**src/rtl/fetch_pc_ctrl_pkg.sv**
```systemverilog
// Shared types and constants for the fetch PC controller: reset/bubble values
// and the pipeline slot layouts carried towards the BTB.
package fetch_pkg;
  localparam int          XLEN      = 32;
  localparam logic [31:0] RESET_PC  = 32'h0000_0000;
  localparam logic [31:0] NOP_INSTR = 32'h0000_0013;

  typedef struct packed {
    logic [XLEN-1:0] pc;
    logic [31:0]     instr;
    logic            pred;
    logic            valid;
  } if_id_t;

  typedef struct packed {
    logic [XLEN-1:0] pc;
    logic            pred;
    logic            is_branch;
    logic            valid;
  } id_ex_t;

  // A bubble rewrites only the masked fields, to their reset values; pc is kept.
  localparam if_id_t IF_RST      = '{pc: RESET_PC, instr: NOP_INSTR, pred: 1'b0, valid: 1'b0};
  localparam if_id_t IF_BUB_MASK = '{pc: '0, instr: '1, pred: 1'b1, valid: 1'b1};
  localparam id_ex_t EX_RST      = '{pc: RESET_PC, pred: 1'b0, is_branch: 1'b0, valid: 1'b0};
  localparam id_ex_t EX_BUB_MASK = '{pc: '0, pred: 1'b1, is_branch: 1'b1, valid: 1'b1};
endpackage

```
**src/rtl/fetch_pc_ctrl_if.sv**
```systemverilog
// Fetch-side bus: icache port, BTB request/response and the stage-2/3 view.
interface fetch_pc_ctrl_if;
  import fetch_pkg::*;
  logic            memory_stall;
  logic            load_use_stall;
  logic [XLEN-1:0] btb_branchPC;
  logic            btb_flush;
  logic            btb_taken;
  logic [31:0]     icache_rdata;
  logic            is_branch_2;
  logic [XLEN-1:0] icache_addr;
  logic            icache_ren;
  logic [XLEN-1:0] instructionPC_1;
  logic [XLEN-1:0] pc_2;
  logic [31:0]     instr_2;
  logic            valid_2;
  logic [XLEN-1:0] instructionPC_3;
  logic            prev_taken_3;
  logic            is_branchInst_3;
  logic            valid_3;

  modport master (
    input  memory_stall, load_use_stall, btb_branchPC, btb_flush, btb_taken,
           icache_rdata, is_branch_2,
    output icache_addr, icache_ren, instructionPC_1, pc_2, instr_2, valid_2,
           instructionPC_3, prev_taken_3, is_branchInst_3, valid_3
  );
  modport slave (
    output memory_stall, load_use_stall, btb_branchPC, btb_flush, btb_taken,
           icache_rdata, is_branch_2,
    input  icache_addr, icache_ren, instructionPC_1, pc_2, instr_2, valid_2,
           instructionPC_3, prev_taken_3, is_branchInst_3, valid_3
  );
endinterface

```
**src/rtl/fetch_pc_ctrl_stage_reg.sv**
```systemverilog
// Generic pipeline slot: hold beats bubble beats load; bubble resets masked fields.
module fetch_stage_reg #(
  parameter int           W        = 1,
  parameter logic [W-1:0] RST_VAL  = '0,
  parameter logic [W-1:0] BUB_MASK = '0
) (
  input  logic         clk,
  input  logic         rst_n,
  input  logic         hold_i,
  input  logic         bubble_i,
  input  logic [W-1:0] d_i,
  output logic [W-1:0] q_o
);
  logic [W-1:0] slot_q, slot_d;

  always_comb begin
    slot_d = slot_q;
    if (hold_i)        slot_d = slot_q;
    else if (bubble_i) slot_d = (slot_q & ~BUB_MASK) | (RST_VAL & BUB_MASK);
    else               slot_d = d_i;
  end

  always_ff @(posedge clk) begin
    if (!rst_n) slot_q <= RST_VAL;
    else        slot_q <= slot_d;
  end

  assign q_o = slot_q;
endmodule

```
**src/rtl/fetch_pc_ctrl.sv**
```systemverilog
// PC owner and IF/ID, ID/EX prediction tracker feeding the BTB's stage-3 check.
module fetch_pc_ctrl
  import fetch_pkg::*;
(
  input  logic clk,
  input  logic rst_n,
  fetch_pc_ctrl_if.master bus
);
  logic [XLEN-1:0] pc_q, pc_d;
  logic            ren_q;
  if_id_t          if_d, if_q;
  id_ex_t          ex_d, ex_q;
  logic            hold_front, bub_front, hold_ex, bub_ex;

  // Flush wins over load-use: the stalled instruction is on the wrong path.
  assign hold_front = bus.memory_stall | (bus.load_use_stall & ~bus.btb_flush);
  assign bub_front  = bus.btb_flush;
  assign hold_ex    = bus.memory_stall;
  assign bub_ex     = bus.btb_flush | bus.load_use_stall;

  assign pc_d = hold_front ? pc_q : bus.btb_branchPC;
  assign if_d = '{pc: pc_q, instr: bus.icache_rdata, pred: bus.btb_taken, valid: 1'b1};
  assign ex_d = '{pc: if_q.pc, pred: if_q.pred, is_branch: bus.is_branch_2, valid: if_q.valid};

  always_ff @(posedge clk) begin
    if (!rst_n) begin
      pc_q  <= RESET_PC;
      ren_q <= 1'b0;
    end else begin
      pc_q  <= pc_d;
      ren_q <= 1'b1;
    end
  end

  fetch_stage_reg #(.W($bits(if_id_t)), .RST_VAL(IF_RST), .BUB_MASK(IF_BUB_MASK)) u_if_id (
    .clk(clk), .rst_n(rst_n), .hold_i(hold_front), .bubble_i(bub_front), .d_i(if_d), .q_o(if_q)
  );

  fetch_stage_reg #(.W($bits(id_ex_t)), .RST_VAL(EX_RST), .BUB_MASK(EX_BUB_MASK)) u_id_ex (
    .clk(clk), .rst_n(rst_n), .hold_i(hold_ex), .bubble_i(bub_ex), .d_i(ex_d), .q_o(ex_q)
  );

  assign bus.icache_addr     = pc_q;
  assign bus.instructionPC_1 = pc_q;
  assign bus.icache_ren      = ren_q;
  assign bus.pc_2            = if_q.pc;
  assign bus.instr_2         = if_q.instr;
  assign bus.valid_2         = if_q.valid;
  assign bus.instructionPC_3 = ex_q.pc;
  assign bus.valid_3         = ex_q.valid;
  // Qualified so a bubble can never look like a mispredicted branch to the BTB.
  assign bus.prev_taken_3    = ex_q.pred & ex_q.valid;
  assign bus.is_branchInst_3 = ex_q.is_branch & ex_q.valid;
endmodule

```
**src/flat_wrapper.sv**
```systemverilog
// flat-port wrapper written by rule: the top's interface ports become plain ports
module fetch_pc_ctrl_flat import fetch_pkg::*;
  (clk, rst_n, bus_memory_stall, bus_load_use_stall, bus_btb_branchPC, bus_btb_flush, bus_btb_taken, bus_icache_rdata, bus_is_branch_2, bus_icache_addr, bus_icache_ren, bus_instructionPC_1, bus_pc_2, bus_instr_2, bus_valid_2, bus_instructionPC_3, bus_prev_taken_3, bus_is_branchInst_3, bus_valid_3);
  fetch_pc_ctrl_if bus_i ();
  input  logic clk;
  input  logic rst_n;
  input wire logic [$bits(bus_i.memory_stall)-1:0] bus_memory_stall;
  input wire logic [$bits(bus_i.load_use_stall)-1:0] bus_load_use_stall;
  input wire logic [$bits(bus_i.btb_branchPC)-1:0] bus_btb_branchPC;
  input wire logic [$bits(bus_i.btb_flush)-1:0] bus_btb_flush;
  input wire logic [$bits(bus_i.btb_taken)-1:0] bus_btb_taken;
  input wire logic [$bits(bus_i.icache_rdata)-1:0] bus_icache_rdata;
  input wire logic [$bits(bus_i.is_branch_2)-1:0] bus_is_branch_2;
  output wire logic [$bits(bus_i.icache_addr)-1:0] bus_icache_addr;
  output wire logic [$bits(bus_i.icache_ren)-1:0] bus_icache_ren;
  output wire logic [$bits(bus_i.instructionPC_1)-1:0] bus_instructionPC_1;
  output wire logic [$bits(bus_i.pc_2)-1:0] bus_pc_2;
  output wire logic [$bits(bus_i.instr_2)-1:0] bus_instr_2;
  output wire logic [$bits(bus_i.valid_2)-1:0] bus_valid_2;
  output wire logic [$bits(bus_i.instructionPC_3)-1:0] bus_instructionPC_3;
  output wire logic [$bits(bus_i.prev_taken_3)-1:0] bus_prev_taken_3;
  output wire logic [$bits(bus_i.is_branchInst_3)-1:0] bus_is_branchInst_3;
  output wire logic [$bits(bus_i.valid_3)-1:0] bus_valid_3;
  assign bus_i.memory_stall = bus_memory_stall;
  assign bus_i.load_use_stall = bus_load_use_stall;
  assign bus_i.btb_branchPC = bus_btb_branchPC;
  assign bus_i.btb_flush = bus_btb_flush;
  assign bus_i.btb_taken = bus_btb_taken;
  assign bus_i.icache_rdata = bus_icache_rdata;
  assign bus_i.is_branch_2 = bus_is_branch_2;
  assign bus_icache_addr = bus_i.icache_addr;
  assign bus_icache_ren = bus_i.icache_ren;
  assign bus_instructionPC_1 = bus_i.instructionPC_1;
  assign bus_pc_2 = bus_i.pc_2;
  assign bus_instr_2 = bus_i.instr_2;
  assign bus_valid_2 = bus_i.valid_2;
  assign bus_instructionPC_3 = bus_i.instructionPC_3;
  assign bus_prev_taken_3 = bus_i.prev_taken_3;
  assign bus_is_branchInst_3 = bus_i.is_branchInst_3;
  assign bus_valid_3 = bus_i.valid_3;
  fetch_pc_ctrl u_core (.clk(clk), .rst_n(rst_n), .bus(bus_i));
endmodule
```
**config.mk**
```make
export PLATFORM = sky130hd
export DESIGN_NAME = fetch_pc_ctrl_flat
export DESIGN_NICKNAME = d
export VERILOG_FILES = /design/src/rtl/fetch_pc_ctrl_pkg.sv /design/src/rtl/fetch_pc_ctrl_if.sv /design/src/rtl/fetch_pc_ctrl_stage_reg.sv /design/src/rtl/fetch_pc_ctrl.sv /design/src/flat_wrapper.sv
export SDC_FILE = /design/constraint.sdc
export NUM_CORES = 1
export LEC_CHECK = 0
export BUFFER_PORTS_ARGS = -buffer_cell sky130_fd_sc_hd__buf_4
export CORE_ASPECT_RATIO = 0.9
export CORE_MARGIN = 10
export CORE_UTILIZATION = 40
export CTS_CLUSTER_DIAMETER = 60
export DETAILED_ROUTE_END_ITERATION = 7
export PLACE_DENSITY = 0.64
export SLEW_MARGIN = 20
export SYNTH_ARGS = -nofsm -noshare
export SYNTH_HDL_FRONTEND = slang
export SYNTH_SLANG_ARGS = --single-unit
```
**constraint.sdc**
```tcl
create_clock -name clk -period 2.9 [get_ports clk]
set_input_delay 0.29 -clock clk [delete_from_list [all_inputs] [get_ports clk]]
set_output_delay 0.29 -clock clk [all_outputs]
set_load 0.01 [all_outputs]
```
Word level (Yosys, flattened, before mapping). Index checks and enable logic that the tools add are counted.

Register bits: 134. Output and inout bits: 165. Logic and storage cells: 20.

Mux-type cells: 3. Bitwise logic cells: 9. Reductions and logical operators: 2.

Operator list (number): 34-bit 2-to-1 mux (1); 1-bit inverter (4); 2-bit AND reduction (2); 1-bit AND (3); 3-bit 2-to-1 mux (1); 1-bit OR (2); 1-bit 2-to-1 mux (1).

Logic depth before layout (Yosys ltp). Gate-level depths: netlist (run 1).

Depth after elaboration: 5. Depth in mapped cells: 6. Mapped depth without buffers: 3.

By module. From an unflattened synthesis (run 1), not the netlist that was laid out.

Cell total of the unflattened synthesis: 635. Area, all modules: 5806.8 µm².

Modules (own cells, without submodules): fetch_stage_reg at u_core.u_if_id (times used 1, cells an instance 297, area each 2738.9 µm²); fetch_pc_ctrl (times used 1, cells an instance 178, area each 1587.8 µm²); fetch_stage_reg at u_core.u_id_ex (times used 1, cells an instance 160, area each 1480.2 µm²).

Least setup slack after synthesis (run 1). Ideal clock, no wire load.

Kind: input port to flip-flop. Start point: input port bus_memory_stall. End point: register u_core.u_id_ex.slot_q[15] (netlist: u_core.u_id_ex.q_o[15]). Arrival time: 1.197 ns. Slack: 1.575 ns. Stages: 6. Buffers on the path: 3. Path through: buf_6 or3_4 buf_6 buf_6 nand3_1 o21ai_1.

Cells in the longest elaborated chain, start to end: 2.

RTL lines: start: declaration (RTL line flat_wrapper.sv:7) `input wire logic [$bits(bus_i.memory_stall)-1:0] bus_memory_stall;`; 1-bit inverter (no line); 2-bit AND reduction (no line); end signal: assignment (RTL line fetch_pc_ctrl_stage_reg.sv:25) `else slot_q <= slot_d;`; end: declaration (RTL line fetch_pc_ctrl_stage_reg.sv:14) `logic [W-1:0] slot_q, slot_d;`.

Every way passes these cells. A chain may end at the register's enable or synchronous reset.

Final worst setup path (run 1).
Start point: input port bus_memory_stall. End point: register u_core.u_if_id.slot_q[43] (netlist: u_core.u_if_id.q_o[43]).

Cells in the longest elaborated chain, start to end: 3.

RTL lines: 1-bit OR (RTL line fetch_pc_ctrl.sv:16) `assign hold_front = bus.memory_stall | (bus.load_use_stall & ~bus.btb_flush);`; 1-bit inverter (no line); 2-bit AND reduction (no line); end signal: assignment (RTL line fetch_pc_ctrl_stage_reg.sv:25); end: declaration (RTL line fetch_pc_ctrl_stage_reg.sv:14).

Every way passes these cells.

==> flow_metrics.tcl, run 1 <==
set metrics [dict create \
    grt_max_degree 102 \
    vias 4631 \
    core-area_um2 14160 \
    antenna_found_initial 0 \
    die-height_um 134.5 \
    period_needed_ns 1.343 \
    avgSynthCellArea_um2 8.494 \
    gp_congestion 0.8302 \
    synth_mux_area_share_pct 5.497 \
    overflow 0 \
    synth_top_area_share_pct 46.04 \
    clock-root-buffer "clkbuf_16" \
    area_growth_pct 24.07 \
    synth_area_leaders "dfxtp_1 (46%), buf_4 (18%), nand2_1 (8.3%)" \
    hold_class "in -> reg" \
    die_w_um 147.2 \
    ant_nets 0 \
    power.leakage_nw 3.143 \
    hold_viol_final 0 \
    dr.first_iter.drc_count 238 \
    cts_tree "yes" \
    io_buffers 235 \
    seq_area_frac_synth_pct 46.04 \
    period_share_pct 46.30 \
    synthesis.nets 757 \
    finalMaxSlewViolations 0 \
    yosys.area.top_type "dfxtp_1" \
    synth_cells 686 \
    worstPathArrival_ns 1.59 \
    synth_xor_area_share_pct 0 \
    routed_wl_um 15380 \
    grt_pass1_wl_um 23720 \
    cts_setup_buffers 0 \
    tightest_slew_ns 0.8835 \
    stdcell_area_um2 7229 \
    final_common_cell "buf_4" \
    drive_above_1_share_pct 34.49 \
    synth-simple-area-share_pct 17.67 \
    holdBufCountCts 0 \
    yosys_warnings 0 \
    htree_levels 4 \
    antennaDiodeCount 0 \
    clock_latency_ns 0.41 \
    synth_area_um2 5827 \
    finalSetupViolCount 0 \
    clockBufferDepth 2 \
    gr-usage-all-layers_pct 14.77 \
    initial_core_util_pct 41.15 \
    max_freq_ghz 0.7447 \
    ios 236 \
    startpoint_type "primary input" \
    ys_ff_latch 134 \
    status "finished clean" \
    avgViaCountPerCell 4.760 \
    vdd_drop_max_mv 0.3737 \
    drc_errors 0 \
    path_clk_slew_ns 0.06 \
    slew_headroom_pct 41.10 \
    cap_violations 0 \
    final.setup.tns_ns 0 \
    synth-compound-area-share_pct 9.577 \
    die_area_um2 19800 \
    end_kind "register" \
    grt_setup_unrepaired "false" \
    ctsResizeCount 0 \
    yosysUniqueCellTypes 24 \
    synth_top_family_by_area "buffers and inverters" \
    synthAdderAreaFrac_pct 0 \
    clock_sinks 134 \
    critical_path_class "in -> reg" \
    nets 839 \
    grt_pass1_vias 4481 \
    rows 41 \
    cts-buffers-inserted 17 \
    power_mw 4.379 \
    path_max_fanout 93 \
    cp.required_ns 3.15 \
    dpl_cell_area_um2 6676 \
    wl_per_cell_um 15.81 \
    clock_skew_ns 0.007118 \
    dp_hpwl_um 11140 \
    layout_common_cells "buf_4 (237), dfxtp_1 (134), nand2_1 (129), nand3_1 (96), o21ai_0 (66)" \
    firstDrtPassIters 4 \
    pwr_density_cell_nw_per_um2 605.8 \
]
[per-stage QoR]
stage	std cells	setup slack [ns]	hold WS (ns)	util, %
floorplan	686	1.575	0.3177	-
global placement	942	1.191	0.4429	47.15
detailed placement	942	1.139	0.4510	47.15
CTS	973	1.544	0.07104	51.06
global route	973	1.414	0.08904	51.06
finish	973	1.557	0.09546	51.06
[worst max-delay path, stage by stage]
cell and delay [ns]:
buf_4 0.15, nor3_4 0.17, buf_4 0.70, o21ai_0 0.23
[final cells by class]
| class | instances | area (um^2) |
|---|---|---|
| clock buffer | 27 | 483.0 |
| clock inverter | 4 | 70.07 |
| fill | 1357 | 6929 |
| inverter | 2 | 7.507 |
| multi-input combinational | 373 | 1914 |
| sequential | 134 | 2683 |
| tap | 193 | 241.5 |
| timing repair buffer | 240 | 1831 |
[Yosys cell counts]
cell	number
a21boi_0	3
a21oi_1	3
a21oi_4	1
and2_1	2
buf_1	2
buf_2	8
buf_4	137
buf_6	5
clkbuf_1	23
clkbuf_2	2
dfxtp_1	134
inv_1	2
mux2i_1	32
nand2_1	129
nand2b_1	1
nand3_1	96
nand4_1	1
nor2_1	5
nor3_2	1
o21ai_0	66
o21ai_1	29
o21ai_2	2
o221a_2	1
or3_4	1
[power breakdown]
part,internal [mW],switching (mW)
logic,0.199,0.211
registers,1.89,0.0453
clock network,1.30,0.727
[path summary, 6_finish.rpt]
| kind | startpoint | end | slack (ns) | cells after the start |
|---|---|---|---|---|
| worst min register to register | u_core.u_if_id.q_o[13] | u_core.u_if_id.q_o[13] | 0.45 | 2 |
| worst max-delay path | bus_memory_stall | u_core.u_if_id.q_o[43] | 1.56 | 4 |
| worst min-delay path | bus_icache_rdata[9] | u_core.u_if_id.q_o[11] | 0.1 | 3 |
| worst max register to register | u_core.u_if_id.q_o[0] | u_core.u_id_ex.q_o[0] | 2.20 | 2 |
[sequential cells by signal (all words and copies together) (netlist names)]
register and flops:
u_core.u_if_id.q_o 66, u_core.u_id_ex.q_o 35, u_core.bus.icache_addr 32, u_core.bus.icache_ren 1
[metal layers]
layer	GRT usage (%)	share of wire (%)	vias up
li1	-	-	2324
met1	16.63	42	2116
met2	23.50	47	178
met3	7.148	10	13
met4	6.161	1.1	0
met5	0	0	-
[cell families (layout without fill, tap and decap cells)]
family	Yosys count	in the layout
buffers and inverters	179	273
AOI/OAI and AO/OA	105	105
and+or+nand+nor	236	236
muxes	32	32
DFF	134	134
Note: power is estimated with default switching activity, not from simulation.
==> inputs of run 2 (changes only) <==
--- a/config.mk
+++ b/config.mk
@@ -11,7 +11,7 @@
 export CORE_UTILIZATION = 40
 export CTS_CLUSTER_DIAMETER = 60
 export DETAILED_ROUTE_END_ITERATION = 7
-export PLACE_DENSITY = 0.64
+export PLACE_DENSITY = 0.67
 export SLEW_MARGIN = 20
 export SYNTH_ARGS = -nofsm -noshare
 export SYNTH_HDL_FRONTEND = slang
==> constraint.sdc (replaced) <==
create_clock -name clk -period 1.2 [get_ports clk]
set_input_delay 0.12 -clock clk [delete_from_list [all_inputs] [get_ports clk]]
set_output_delay 0.12 -clock clk [all_outputs]
set_load 0.01 [all_outputs]
==> run 2 against run 1 <==
Net effect:
- via count up 4.7%
- combinational power rose to 3.1 times the previous value
- routed wire length increased by 5.3%
- critical path type is now reg -> out
- highest routed layer unchanged
==> flow_metrics.tcl, run 2 (same netlist as run 1, synthesis figures left out) <==
set metrics [dict create \
    status "finished clean" \
    ios 236 \
    period_share_pct 94.91 \
    critical_path_class "reg -> out" \
    path_max_fanout 4 \
    swShare_pct 22.25 \
    die-height_um 134.5 \
    rr_endpoint "u_core.u_if_id.q_o[65]" \
    stdcell_area_um2 8192 \
    clock_skew_ns 0.006943 \
    reg2regPathDepth 2 \
    overflow 0 \
    grt_pass1_vias 4869 \
    period_needed_ns 1.139 \
    power_frac_seq_pct 40.2 \
    cp.required_ns 1.08 \
    clock-root-buffer "clkbuf_16" \
    layout_common_cells "buf_4 (239), dfxtp_1 (133), nand2_1 (129), nand3_1 (96)" \
    intPower_mw 9.053 \
    ant_nets 0 \
    finalMaxSlewViolations 0 \
    drc_errors 0 \
    grt_pass1_wl_um 25920 \
    clock_sinks 134 \
    clockBufferDepth 2 \
    core-area_um2 14160 \
    htree_levels 4 \
    cts_tree "yes" \
    p_clk_share_pct 49.1 \
    final_common_cell "buf_4" \
    hold_start "rst_n" \
    startpoint_type "register" \
    initial_core_util_pct 41.15 \
    largest_reg_flops 66 \
    rr_startpoint "u_core.bus.icache_addr[31]" \
    cap_violations 0 \
    nets 916 \
    drive_above_1_share_pct 33.68 \
    worstPathArrival_ns 1.02 \
    routed_wl_um 16190 \
    area_growth_pct 40.58 \
    p_comb_share_pct 10.7 \
    gr-usage-all-layers_pct 15.99 \
    slew_headroom_pct 77.60 \
    hold-path-endpoint "u_core.u_id_ex.q_o[15]" \
    rows 41 \
    regToRegSetupSlack_ns 0.50 \
    tightest_slew_ns 0.3348 \
    hold_viol_final 0 \
    crit_slowest_cell "dfxtp_2" \
    avgViaCountPerCell 4.607 \
    end_kind "output pin" \
    cts-buffers-inserted 17 \
    vias 4847 \
    crit_chain "and2_1 -> buf_4" \
    io_buffers 235 \
    wl_per_cell_um 15.39 \
    dr.first_iter.drc_count 265 \
    die_area_um2 19800 \
    hold_depth 3 \
    dpl_cell_area_um2 6872 \
    die_w_um 147.2 \
    grt_max_degree 51 \
    antenna_found_initial 1 \
    pwr_density_cell_nw_per_um2 1421 \
    dp_hpwl_um 11030 \
    max_stage_delay_ns 0.33 \
    max_freq_ghz 0.8780 \
    firstDrtPassIters 4 \
    path_clk_slew_ns 0.06 \
    grt_setup_unrepaired "false" \
    power.leakage_nw 3.563 \
    cts_setup_buffers 0 \
    hold_class "in -> reg" \
    dp.cells 953 \
    gp_congestion 0.7453 \
    switchingPower_mw 2.591 \
    clock_latency_ns 0.41 \
    instances_no_fill 1052 \
    finalSetupViolCount 0 \
    final.setup.tns_ns 0 \
    vdd_drop_max_mv 0.9309 \
]
[run 2: cell count changes in the layout (fill, tap and decap cells not counted), sizes merged]
cell / before / now
buf: 240 / 251
bufinv: 2 / 5
clkbuf: 27 / 20
clkinv: 2 / 5
clkinvlp: 0 / 1
diode: 0 / 1
dlygate4sd3: 0 / 66
inv: 2 / 3
[run 2: stage by stage]
step | setup WS (ns) | hold slack [ns] | utilization, % | power, mW
final | 0.06108 | 0.06725 | 57.86 | 11.64
after global routing | 0.009264 | 0.06771 | 57.86 | 12.11
after global placement | 0.04632 | 0.3359 | 48.53 | 5.841
after floorplan | 0.04543 | 0.1477 | - | 5.375
after detailed placement | 0.02673 | 0.3403 | 48.53 | 5.849
after CTS | 0.02437 | 0.05841 | 57.83 | 11.76
[run 2: worst max-delay path by stage]
stage	startpoint	end	slack [ns]	cells past startpoint
finish	u_core.u_id_ex.q_o[0]	bus_prev_taken_3	0.06	2
floorplan	bus_memory_stall	u_core.u_id_ex.q_o[15]	0.05	6
global route	u_core.u_id_ex.q_o[0]	bus_prev_taken_3	0.009	2
global placement	bus_memory_stall	u_core.bus.icache_addr[3]	0.05	5
CTS	u_core.u_id_ex.q_o[0]	bus_is_branchInst_3	0.02	2
detailed placement	bus_memory_stall	u_core.u_if_id.q_o[6]	0.03	5
[run 2: layout make-up]
cell class / count / area [um^2]
fillers: 1239 / 5967
repair buffers: 317 / 2686
flip-flops and latches: 134 / 2684
multi-input cells: 373 / 1914
clock buffers: 20 / 456.7
well taps: 193 / 241.5
clock inverters: 12 / 198.9
inverters: 2 / 7.507
diodes: 1 / 2.502
[run 2: worst max-delay path, delay by kind of cell (launching register included)]
| kind | cells | cell delay (ns) |
|---|---|---|
| DFF | 1 | 0.33 |
| and+or+nand+nor | 1 | 0.15 |
| buffers and inverters | 1 | 0.14 |
[run 2: what timing repair did]
item	in CTS	in global routing
endpoints found under the setup margin	0	2
hold buffers	66	0
endpoints found under the hold margin	66	0
resized for setup	0	1
[run 2: metal layers]
metal	global-route usage, %	wire length (um)
met5	0	0
met2	25.43	7529
met1	18.56	6816
met3	7.682	1539
met4	5.226	306
[run 2: power groups by stage]
stage / combinational [mW] / sequential [mW] / clock, mW
2_1_floorplan: 0.593 / 4.78 / 0
3_3_place_gp: 1.07 / 4.77 / 0
3_5_place_dp: 1.07 / 4.77 / 0
4_1_cts: 1.25 / 4.68 / 5.83
5_1_grt: 1.35 / 4.70 / 6.06
6_report: 1.25 / 4.68 / 5.72
==> inputs of run 3 (changes only) <==
--- a/config.mk
+++ b/config.mk
@@ -5,13 +5,14 @@
 export SDC_FILE = /design/constraint.sdc
 export NUM_CORES = 1
 export LEC_CHECK = 0
+export ABC_AREA = 1
 export BUFFER_PORTS_ARGS = -buffer_cell sky130_fd_sc_hd__buf_4
 export CORE_ASPECT_RATIO = 0.9
 export CORE_MARGIN = 10
 export CORE_UTILIZATION = 40
 export CTS_CLUSTER_DIAMETER = 60
 export DETAILED_ROUTE_END_ITERATION = 7
-export PLACE_DENSITY = 0.67
+export PLACE_DENSITY = 0.65
 export SLEW_MARGIN = 20
 export SYNTH_ARGS = -nofsm -noshare
 export SYNTH_HDL_FRONTEND = slang
==> run 3 against run 2 <==
Net effect:
- register-to-register slack got worse by 0.05 ns
- critical path depth decreased by 1
- non-clock buffer count fell by 20
- utilization shrank 3.4 points
- sequential share of layout area is 1.1 points lower
- synthesized cell count is 22% higher
- critical path type unchanged
- largest cell class is now flip-flops and latches
- largest power group unchanged
==> flow_metrics.tcl, run 3 <==
set metrics [dict create \
    dp.cells 1096 \
    slew_headroom_pct 74.98 \
    clock-root-buffer "clkbuf_16" \
    clock_sinks 134 \
    synth_top_family_by_area "simple AND/OR/NAND/NOR gates" \
    avgSynthCellArea_um2 7.720 \
    die_area_um2 21580 \
    end_kind "output pin" \
    yosys-top-cells-count "buf_4 (136), dfxtp_1 (134), nor2_1 (128)" \
    regToRegSetupSlack_ns 0.45 \
    rr_endpoint "u_core.u_if_id.q_o[54]" \
    worstPathArrival_ns 1.01 \
    yosysUniqueCellTypes 16 \
    initial_core_util_pct 41.27 \
    vdd_drop_max_mv 0.9902 \
    rr_startpoint "u_core.bus.icache_addr[20]" \
    hold_depth 4 \
    vias 5415 \
    critical_path_class "reg -> out" \
    synth-simple-area-share_pct 30.45 \
    firstDrtPassIters 5 \
    wl_per_cell_um 16.04 \
    dp_hpwl_um 12860 \
    yosysMostFrequentCell "buf_4" \
    die_w_um 153.7 \
    rows 43 \
    finalSetupViolCount 0 \
    dr.first_iter.drc_count 362 \
    clockBufferDepth 2 \
    power.leakage_nw 3.836 \
    final_common_cell "buf_4" \
    synthAdderAreaFrac_pct 0 \
    htree_levels 4 \
    synth-compound-area-share_pct 7.734 \
    clock_latency_ns 0.41 \
    synth-async-reset-ratio_pct 0 \
    ios 236 \
    synth_flop_cell "dfxtp_1" \
    cts_tree "yes" \
    synth_cells 834 \
    routed_wl_um 18790 \
    synthesis.nets 905 \
    yosys_warnings 0 \
    hold-path-endpoint "u_core.bus.icache_addr[23]" \
    synth_xor_area_share_pct 0 \
    hold_start "bus_btb_branchPC[23]" \
    cts-buffers-inserted 17 \
    antenna_found_initial 1 \
    die-height_um 140.4 \
    seq_area_frac_synth_pct 41.66 \
    grt_pass1_wl_um 29080 \
    core-area_um2 15600 \
    crit_family "flip-flops" \
    synth_edf_count 0 \
    cp.required_ns 1.08 \
    io_buffers 235 \
    post-route-util_pct 54.43 \
    max_stage_delay_ns 0.43 \
    period_needed_ns 1.128 \
    synth_top_area_share_pct 41.66 \
    ant_nets 0 \
    ys_ff_latch 134 \
    area_growth_pct 31.89 \
    max_freq_ghz 0.8868 \
    crit_chain "buf_4" \
    path_max_fanout 4 \
    fillerInstances 1512 \
    period_share_pct 93.97 \
    dpl_cell_area_um2 7453 \
    pwr_density_cell_nw_per_um2 1405 \
    grt_pass1_vias 5137 \
    cap_violations 0 \
    avgViaCountPerCell 4.620 \
    instances_no_fill 1172 \
    drive_above_1_share_pct 29.62 \
    grt_setup_unrepaired "false" \
    hold_viol_final 0 \
    synth_mux_area_share_pct 0 \
    layout_common_cells "buf_4 (241), dfxtp_1 (132), nor2_1 (128), nand2_1 (111), a21oi_1 (98)" \
    nets 1029 \
    status "finished clean" \
    startpoint_type "register" \
    finalMaxSlewViolations 0 \
    tightest_slew_ns 0.3752 \
    gr-usage-all-layers_pct 16.50 \
    yosys.area.top_type "dfxtp_1" \
    clock_skew_ns 0.005753 \
    final.setup.tns_ns 0 \
    drc_errors 0 \
    overflow 0 \
    crit_buf_inv 1 \
    reg2regPathDepth 3 \
    largest_reg_flops 66 \
    startpoint "u_core.bus.icache_addr[20]" \
    crit_slowest_cell "dfxtp_1" \
    hold_class "in -> reg" \
    grt_max_degree 65 \
    gp_congestion 0.7992 \
    synth_area_leaders "dfxtp_1 (42%), buf_4 (16%), nand3b_1 (11%)" \
    path_clk_slew_ns 0.06 \
    stdcell_area_um2 8492 \
    synth_area_um2 6439 \
]
[run 3: repair_timing]
item | CTS | global route
hold buffers | 45 | 0
setup buffers | 0 | 0
resized for setup | 0 | 2
endpoints found under the hold margin | 46 | 0
setup endpoints to repair | 0 | 4
[run 3: cell type report]
| type | instances | area (um^2) | area share [%] |
|---|---|---|---|
| Sequential cell | 134 | 2685 | 31.62 |
| Multi-Input combinational cell | 502 | 2464 | 29.01 |
| Antenna cell | 1 | 2.502 | 0.02947 |
| Clock inverter | 8 | 98.84 | 1.164 |
| Tap cell | 202 | 252.7 | 2.976 |
| Inverter | 6 | 25.02 | 0.2947 |
| Timing Repair Buffer | 297 | 2480 | 29.20 |
| Clock buffer | 22 | 484.2 | 5.702 |
[run 3: worst reg2reg max path: stages, from the launching register on]
cell and delay (ns):
dfxtp_1 0.43, nand3b_1 0.14, nand2_1 0.05, nor2_1 0.07
[run 3: worst max-delay path by stage]
| stage | end | slack (ns) | depth (start not counted) |
|---|---|---|---|
| 2_1_floorplan | u_core.u_id_ex.q_o[13] | 0.32 | 5 |
| 3_3_place_gp | u_core.u_id_ex.q_o[9] | 0.06 | 6 |
| 3_5_place_dp | u_core.u_id_ex.q_o[9] | 0.07 | 6 |
| 4_1_cts | bus_icache_addr[11] | 0.03 | 1 |
| 5_1_grt | bus_instructionPC_1[20] | 0.02 | 1 |
| 6_report | bus_instructionPC_1[20] | 0.07 | 1 |
[run 3: routing by layer]
metal / part of all wire [%] / routed length [um] / up-vias / track usage, %
met5: 0 / 0 / - / 0
met4: 0.95 / 178 / 0 / 5.514
met3: 7.7 / 1453 / 11 / 6.244
met2: 46 / 8660 / 168 / 25.65
met1: 45 / 8501 / 2394 / 20.54
li1: - / - / 2842 / -
[run 3: through the flow]
stage	hold WS (ns)	setup WS (ns)	total power, mW
floorplan	0.1477	0.3188	6.136
global placement	0.3346	0.05893	6.783
detailed placement	0.3382	0.06708	6.796
CTS	0.0007072	0.02585	12.07
global route	0.007955	0.02476	12.45
finish	0.01417	0.07237	11.93
[run 3: power breakdown]
| part | internal [mW] | switching [mW] |
|---|---|---|
| registers | 4.69 | 0.202 |
| clock network | 3.25 | 1.88 |
| logic | 0.978 | 0.930 |
| total | 8.91 | 3.01 |
[run 3: logic make-up (layout without fill, tap and decap cells)]
logic type | Yosys count | in the layout
AO/OA/AOI/OAI | 99 | 99
buffers and inverters | 198 | 333
flip-flops | 134 | 134
other | 0 | 1
AND/OR/NAND/NOR | 403 | 403
